<file path="src/rtl/ram_access_controller.sv">
// Clocked valid/ready front end for the level-sensitive RAM_32bit_16aline.
// Optional write readback check is enabled by defining RAM_CTRL_READBACK_EN.
//
// state  | meaning
// IDLE   | ready for a request; RAM address/data keep their last value
// SETUP  | address/data driven, is_write low
// ACCESS | is_write driven for writes; reads sample ram_out on the last cycle
// HOLD   | is_write low again, address/data held
// VERIFY | writes only (RAM_CTRL_READBACK_EN): read back and compare
// RESP   | response presented until the consumer takes it
module ram_access_controller #(
  parameter int unsigned WAIT_CYCLES = 1
) (
  input  logic        clk,
  input  logic        reset_n,
  input  logic        req_valid,
  output logic        req_ready,
  input  logic        req_write,
  input  logic [15:0] req_addr,
  input  logic [31:0] req_wdata,
  output logic        resp_valid,
  input  logic        resp_ready,
  output logic [31:0] resp_rdata,
  output logic        resp_error,
  output logic [15:0] ram_address,
  output logic [31:0] ram_in,
  output logic        ram_is_write,
  input  logic [31:0] ram_out
);

  typedef enum logic [2:0] {
    S_IDLE,
    S_SETUP,
    S_ACCESS,
    S_HOLD,
`ifdef RAM_CTRL_READBACK_EN
    S_VERIFY,
`endif
    S_RESP
  } state_t;

  localparam logic [3:0] LAST_CNT = 4'(WAIT_CYCLES - 1);

  state_t     state;
  state_t     state_nxt;
  logic [3:0] wait_cnt;
  logic       wr_q;
  logic       accept;
  logic       cnt_done;
  logic       timed;

  assign req_ready    = reset_n && (state == S_IDLE);
  assign accept       = req_valid && req_ready;
  assign resp_valid   = (state == S_RESP);
  assign ram_is_write = (state == S_ACCESS) && wr_q;
  assign cnt_done     = (wait_cnt == LAST_CNT);
  assign timed        = (state != S_IDLE) && (state != S_RESP);

  always_comb begin
    state_nxt = state;
    case (state)
      S_IDLE:   if (accept) state_nxt = S_SETUP;
      S_SETUP:  if (cnt_done) state_nxt = S_ACCESS;
      S_ACCESS: if (cnt_done) state_nxt = S_HOLD;
`ifdef RAM_CTRL_READBACK_EN
      S_HOLD:   if (cnt_done) state_nxt = wr_q ? S_VERIFY : S_RESP;
      S_VERIFY: if (cnt_done) state_nxt = S_RESP;
`else
      S_HOLD:   if (cnt_done) state_nxt = S_RESP;
`endif
      S_RESP:   if (resp_ready) state_nxt = S_IDLE;
      default:  state_nxt = S_IDLE;
    endcase
  end

  always_ff @(posedge clk) begin
    if (!reset_n) begin
      state       <= S_IDLE;
      wait_cnt    <= 4'd0;
      wr_q        <= 1'b0;
      ram_address <= 16'd0;
      ram_in      <= 32'd0;
      resp_rdata  <= 32'd0;
    end else begin
      state <= state_nxt;
      if (state_nxt != state) begin
        wait_cnt <= 4'd0;
      end else if (timed) begin
        wait_cnt <= wait_cnt + 4'd1;
      end
      if (accept) begin
        wr_q        <= req_write;
        ram_address <= req_addr;
        ram_in      <= req_write ? req_wdata : 32'd0;
        resp_rdata  <= 32'd0;
      end
      if ((state == S_ACCESS) && cnt_done && !wr_q) begin
        resp_rdata <= ram_out;
      end
`ifdef RAM_CTRL_READBACK_EN
      if ((state == S_VERIFY) && cnt_done) begin
        resp_rdata <= ram_out;
      end
`endif
    end
  end

`ifdef RAM_CTRL_READBACK_EN
  // ram_in still holds the written word, so it doubles as the compare reference.
  always_ff @(posedge clk) begin
    if (!reset_n) begin
      resp_error <= 1'b0;
    end else if (accept) begin
      resp_error <= 1'b0;
    end else if ((state == S_VERIFY) && cnt_done) begin
      resp_error <= (ram_out != ram_in);
    end
  end
`else
  assign resp_error = 1'b0;
`endif

endmodule

</file>
<file path="config.mk">
export PLATFORM = sky130hd
export DESIGN_NAME = ram_access_controller
export DESIGN_NICKNAME = d
export VERILOG_FILES = /design/src/rtl/ram_access_controller.sv
export SDC_FILE = /design/constraint.sdc
export NUM_CORES = 1
export LEC_CHECK = 0
export BUFFER_PORTS_ARGS = -buffer_cell sky130_fd_sc_hd__buf_2
export CAP_MARGIN = 30
export CORE_MARGIN = 10
export CORE_UTILIZATION = 36
export DETAILED_ROUTE_END_ITERATION = 10
export GPL_ROUTABILITY_DRIVEN = 0
export PLACE_DENSITY_LB_ADDON = 0.25
export SYNTH_ARGS = -nofsm -noshare
export SYNTH_HDL_FRONTEND = slang
export SYNTH_SLANG_ARGS = --single-unit
</file>
<file path="constraint.sdc">
create_clock -name clk -period 1.85 [get_ports clk]
set_input_delay 0.2775 -clock clk [delete_from_list [all_inputs] [get_ports clk]]
set_output_delay 0.2775 -clock clk [all_outputs]
set_load 0.01 [all_outputs]
</file>
==> results of run 1 <==
==> area by class of cell <==
cell class                 instances  area, um^2  area share, %
clock inverter                     6        45.0          0.968
sequential                        88        1760           37.9
multi-input combinational        283        1590           34.3
timing repair buffer             177         936           20.1
tap                              133         166           3.58
clock buffer                      10         138           2.96
inverter                           3        11.3          0.242
==> power by group <==
group / switching, uW / total, uW / internal [uW]
Combinational: 887 / 1480 / 591
Sequential: 142 / 2260 / 2120
Clock: 702 / 1230 / 527
Total: 1730 / 4970 / 3240
==> kinds of logic (layout without fill, tap and decap cells) <==
kind of cell / Yosys count / in the layout / synth area share (%)
compound gates: 93 / 93 / 19.4
xor+xnor: 3 / 3 / 0.743
fa+ha+maj: 2 / 2 / 0.708
buf+inv: 40 / 196 / 5.52
flops: 88 / 88 / 49.8
other cells: 1 / 1 / 0.106
simple gates: 184 / 184 / 23.7
==> stage by stage <==
| step | area [um^2] | setup slack [ns] | cells |
|---|---|---|---|
| 3_5_place_dp | 4460 | 0.131 | 684 |
| 2_1_floorplan | 3540 | 0.299 | 411 |
| 5_1_grt | 4650 | 0.0400 | 700 |
| 6_report | 4650 | 0.131 | 700 |
| 3_3_place_gp | 4460 | 0.260 | 684 |
| 4_1_cts | 4640 | 0.0547 | 700 |
==> cell usage in the layout (no fill, tap or decap) <==
master	count
nand3_1	66
a211oi_1	2
a21boi_1	53
buf_12	2
a21oi_1	3
dfxtp_1	87
buf_4	8
o211ai_1	1
a21boi_0	29
ha_1	2
nor3_1	2
xor2_1	1
nor4b_2	1
nor3b_2	1
conb_1	1
clkbuf_8	10
clkinv_4	2
or3_1	1
and2_2	1
nand2_2	1
nand2_1	101
nor2_1	4
nor4b_4	1
a21o_1	1
o32ai_1	1
o21ai_0	3
buf_2	167
inv_1	3
and4bb_2	1
and2_1	1
xnor2_1	2
nor2b_1	1
clkinvlp_4	3
or4_1	1
dfxtp_2	1
nor4bb_2	1
clkinv_2	1
==> final timing paths <==
path	slack, ns	depth (start not counted)	end	start
setup / recovery	0.13	3	ram_is_write	state[0]
hold / removal	0.14	3	ram_address[12]	req_addr[12]
setup reg to reg	0.23	7	resp_rdata[0]	wait_cnt[0]
hold reg to reg	0.45	2	ram_in[10]	ram_in[10]
==> state kept, by name, indices dropped and copies added (netlist names) <==
| register | flops |
|---|---|
| resp_rdata | 32 |
| wr_q | 1 |
| ram_in | 32 |
| wait_cnt | 4 |
| ram_address | 16 |
| state | 3 |
==> layer usage <==
metal	wire, um	vias to the layer above
met5	0	-
met4	144	0
met3	732	9
met2	5430	91
met1	4440	1546
li1	-	1681
==> worst max-delay path: cells and delay by family, from the launching register on <==
kind          cells  cell delay (ns)
buf+inv           2             0.39
flops             1             0.41
simple gates      1             0.30
==> repair_timing <==
item,4_1_cts,5_1_grt
endpoints found under the setup margin,0,3
hold buffers,0,0
resized for setup,0,3
==> metrics.txt, run 1 <==
Tcrit/Tclk final between 90% and 100%; Initial Util a little over a third; via count 3,327; top cell type's share of synthesized area 49.8%; critical path arrival 1.44 ns; clk sink count 88; Yosys Warn Count 0; initial drt markers 200; Core Region around 0.0097 mm^2; postcts setup bufs 0; RSZ-0062 raised after global routing false; gr usage total around 14%; maximum clock frequency 582 MHz; routed wire length 10,700 um; worst setup path class reg2out; via density per instance roughly 4.8; Crit-path slowest cell dfxtp_1; Post-synth EDFFs 0; DR pass1 iterations 4; vias in the first global route about 3.3k; layout cells sized above 1 35.4%; max incr delay on CP roughly 0.4 ns; I/O Pins 169; Post-synth top cells nand2_1, dfxtp_1, nand3_1; total power draw 4970 uW; nets 649; Avg Inst Size Synth 8.60 um^2; Fin. Hold Viols 0; # fillers 999; clock slew at reported path FFs 0.10 ns; Area Growth Syn to Fin 31.6%; Ant. Diodes 0; GR peak layer met2; Setup-failing EPs final 0; die width 119 um; Seq cells post-synth 88; GR Layer Usage met2 24.5%; most frequent cell after synthesis nand2_1; post-synthesis sequential area ratio 49.8%; CP Launch Type flip-flop; Worst-Skew Late Latency 0.36 ns; htree depth 3; power per cell area around 1100 mW/mm^2; first-pass GRT wire length 17,000 um; CP max FO 8; largest net degree at the start of global routing 56; CP Capture Type output pin; Max VDD drop approximately 0.00051 V; worst path cell trace buf_4, nor4bb_2, buf_2; leading area contributor after synthesis dfxtp_1; die height 119 um; syn nets around 500; Max Slew Vio Count 0; CTS root buffer clkbuf_8; setup TNS 0 ns; TritonCTS clock tree done; status finished clean; Top FF cell, synth dfxtp_1; Final Util between 40% and 50%; M3 GR Usage 4.87%; WHS ~0.14 ns; maxcap violations 0; die area 0.0142 mm^2; Slew headroom 58.6%; Layout Skew between 0.01 and 0.015 ns; Port Buffers between 150 and 200; Clock Path Buffers 2; initial antenna violation count 0; Post-route DRC 0; post-synthesis async set-or-reset flop share 0%; GRT met1 Usage approximately 17%; worst-margin pin slew about 0.62 ns; leakage 0.00203 uW; Distinct cells, synth 31; DP HPWL 7750 um; largest cells by area after synthesis dfxtp_1, a21boi_1, nand2_1; synthesized instance count 411; Synth Cell Area 0.00354 mm^2; worst hold path type in2reg; Rows 36; GR Overflow Total 0; WL per Instance between 15 and 20 um; CP required 1.57 ns; Routed Antenna Nets 0; fin crit period 1.72 ns; Num CTS Buffers 9
(Power assumes the default switching activity.)
==> run 2, diff against run 1 <==
Settings changed: PLACE_DENSITY set to 0.72, PLACE_DENSITY_LB_ADDON 0.25 to unset.
==> run 2 against run 1 <==
  * Combinational power hardly changed
  * Cell area grew 0.59%
  * Highest routed layer unchanged
  * Cell count fell by 0.57%
  * Clock-buffer cell count unchanged
  * Via count increased by 0.84%
  * Global-route usage fell by 0.13 points
  * Largest power group unchanged
==> metrics.txt, run 2 (synthesis results as in run 1) <==
status finished clean; worst path cell trace nor4b_4, and2_2, buf_12, nand3_1, a21boi_1; critical path arrival 1.89 ns (+0.45 ns); CP required 2.13 ns (+0.56 ns); via density per instance 4.82 (+1.4%); FF-to-FF path depth 5 (-2); htree depth 3 (unchanged); initial antenna violation count 0 (unchanged); # fillers 934 (-6.5%); CP Launch Point state[2]; vias in the first global route 3,450 (+5.5%); Setup-failing EPs final 0 (unchanged); Fin. Hold Viols 0 (unchanged); clk sink count 88 (unchanged); M1 WL 4260 um (-4.1%); most frequent cells in the layout buf_2, nand2_1, dfxtp_1, nand3_1, a21boi_1; Layout Skew 0.00328 ns (-0.00832 ns); Ant. Diodes 0 (unchanged); die area 0.0142 mm^2 (unchanged); GR Overflow Total 0 (unchanged); Rows 36 (unchanged); die height 119 um (unchanged); layout cells sized above 1 34.6% (-0.81 points); setup TNS 0 ns (unchanged); max incr delay on CP 0.39 ns (-0.02 ns); Port Buffers 167 (unchanged); Worst-Skew Late Latency 0.35 ns (about the same); DP HPWL 7430 um (-4.2%); worst flop-to-flop path startpoint state[2]; Crit-path slowest cell dfxtp_1; RSZ-0062 raised after global routing false; I/O Pins 169 (unchanged); Max VDD drop 0.000569 V (+11%); Core Region 0.00968 mm^2 (unchanged); met3 wire length 771 um (+5.3%); Post-route DRC 0 (unchanged); TritonCTS clock tree done; Highest Signal Layer met4; Num CTS Buffers 9 (unchanged); CP max FO 49 (+41); worst hold path type in2reg; Slew headroom 52.9% (-5.7 points); via count 3,355 (+0.84%); maxcap violations 0 (unchanged); fin crit period 1.61 ns (-0.106 ns); CP Launch Type flip-flop; CP Capture Type flip-flop; R2R Path End ram_in[5]; r2r setup slk 0.24 ns (about the same); worst-margin pin slew 0.706 ns (+0.0857 ns); leakage 0.00206 uW (+1.2%); Top Registers ram_in: 32 flops, resp_rdata: 32 flops, ram_address: 16 flops; power per cell area 1100 mW/mm^2 (+3.4%); Clock Path Buffers 2 (unchanged); Routed Antenna Nets 0 (unchanged); maximum clock frequency 620 MHz (+6.6%); clock slew at reported path FFs 0.08 ns (-0.02 ns); die width 119 um (unchanged); gr usage total 14.4% (-0.13 points); CTS root buffer clkbuf_8; first-pass GRT wire length 17,100 um (+0.85%); largest net degree at the start of global routing 85 (+52%); Max Slew Vio Count 0 (unchanged); DR pass1 iterations 4 (unchanged); nets 647 (-0.31%); most common cell after layout, fill and taps aside buf_2; register area 0.00176 mm^2 (about the same); Tcrit/Tclk final 87.2% (-5.7 points); WL per Instance 14.6 um (-4.6%); routed wire length 10,200 um (-5.2%); worst setup path class reg2reg; DP Worst Slack 0.128 ns (-0.00303 ns); Initial Util 36.5% (unchanged); Area Growth Syn to Fin 32.4%; initial drt markers 152 (-24%); multi-input logic area 0.00159 mm^2 (-0.39%); CP Capture Point ram_in[5]; wire length on met2 4980 um (-8.2%); slack of the critical path 0.237 ns (+0.106 ns)
==> run 2: changes by cell type in the layout (fill, tap and decap cells not counted), sizes merged <==
cell,previous run,this run
buf,177,175
clkinv,3,2
bufinv,0,2
clkinvlp,3,0
==> run 2: cell type report <==
type	instances	area share [%]
Sequential cell	88	37.6
Multi-Input combinational cell	283	33.9
Timing Repair Buffer	175	20.2
Tap cell	133	3.56
Clock buffer	10	2.94
Clock inverter	4	1.50
Inverter	3	0.241
==> run 2: per-stage QoR <==
stage	instance area, um^2	utilization (%)	total power (uW)	hold slack [ns]	instances
global route	4680	48.3	5510	0.148	696
CTS	4680	48.3	5240	0.130	696
floorplan	3540	-	3250	0.412	411
global placement	4470	46.1	3750	0.434	682
finish	4680	48.3	5170	0.155	696
detailed placement	4470	46.1	3810	0.439	682
==> run 2: timing repair <==
item,CTS,global route
resized for setup,0,1
endpoints found under the setup margin,0,26
setup buffers,0,0
hold buffers,0,0
==> run 2: layer usage <==
metal	vias to the layer above	track usage [%]
met2	100	24.4
met4	0	6.26
li1	1678	-
met1	1565	16.0
met3	12	4.77
met5	-	0
==> run 2: how the worst min path moves through the flow <==
stage | slack (ns) | endpoint | cells past startpoint | start
after floorplan | 0.41 | ram_address[0] | 2 | req_addr[0]
after global placement | 0.43 | ram_in[7] | 2 | ram_in[7]
after detailed placement | 0.44 | ram_in[26] | 2 | ram_in[26]
after CTS | 0.13 | ram_address[11] | 3 | req_addr[11]
after global routing | 0.15 | resp_rdata[5] | 3 | ram_out[5]
final | 0.16 | ram_address[11] | 3 | req_addr[11]
==> run 2: power breakdown <==
| part | switching [uW] | internal, uW | total, uW |
|---|---|---|---|
| Combinational | 883 | 605 | 1490 |
| Sequential | 138 | 2120 | 2260 |
| Clock | 643 | 778 | 1420 |
| Total | 1660 | 3510 | 5170 |
==> run 2: critical path, delay by kind of cell (launching register included) <==
| kind | cells | cell delay (ns) |
|---|---|---|
| buffers and inverters | 1 | 0.21 |
| DFF | 1 | 0.39 |
| AOI/OAI and AO/OA | 1 | 0.19 |
| and+or+nand+nor | 3 | 0.71 |
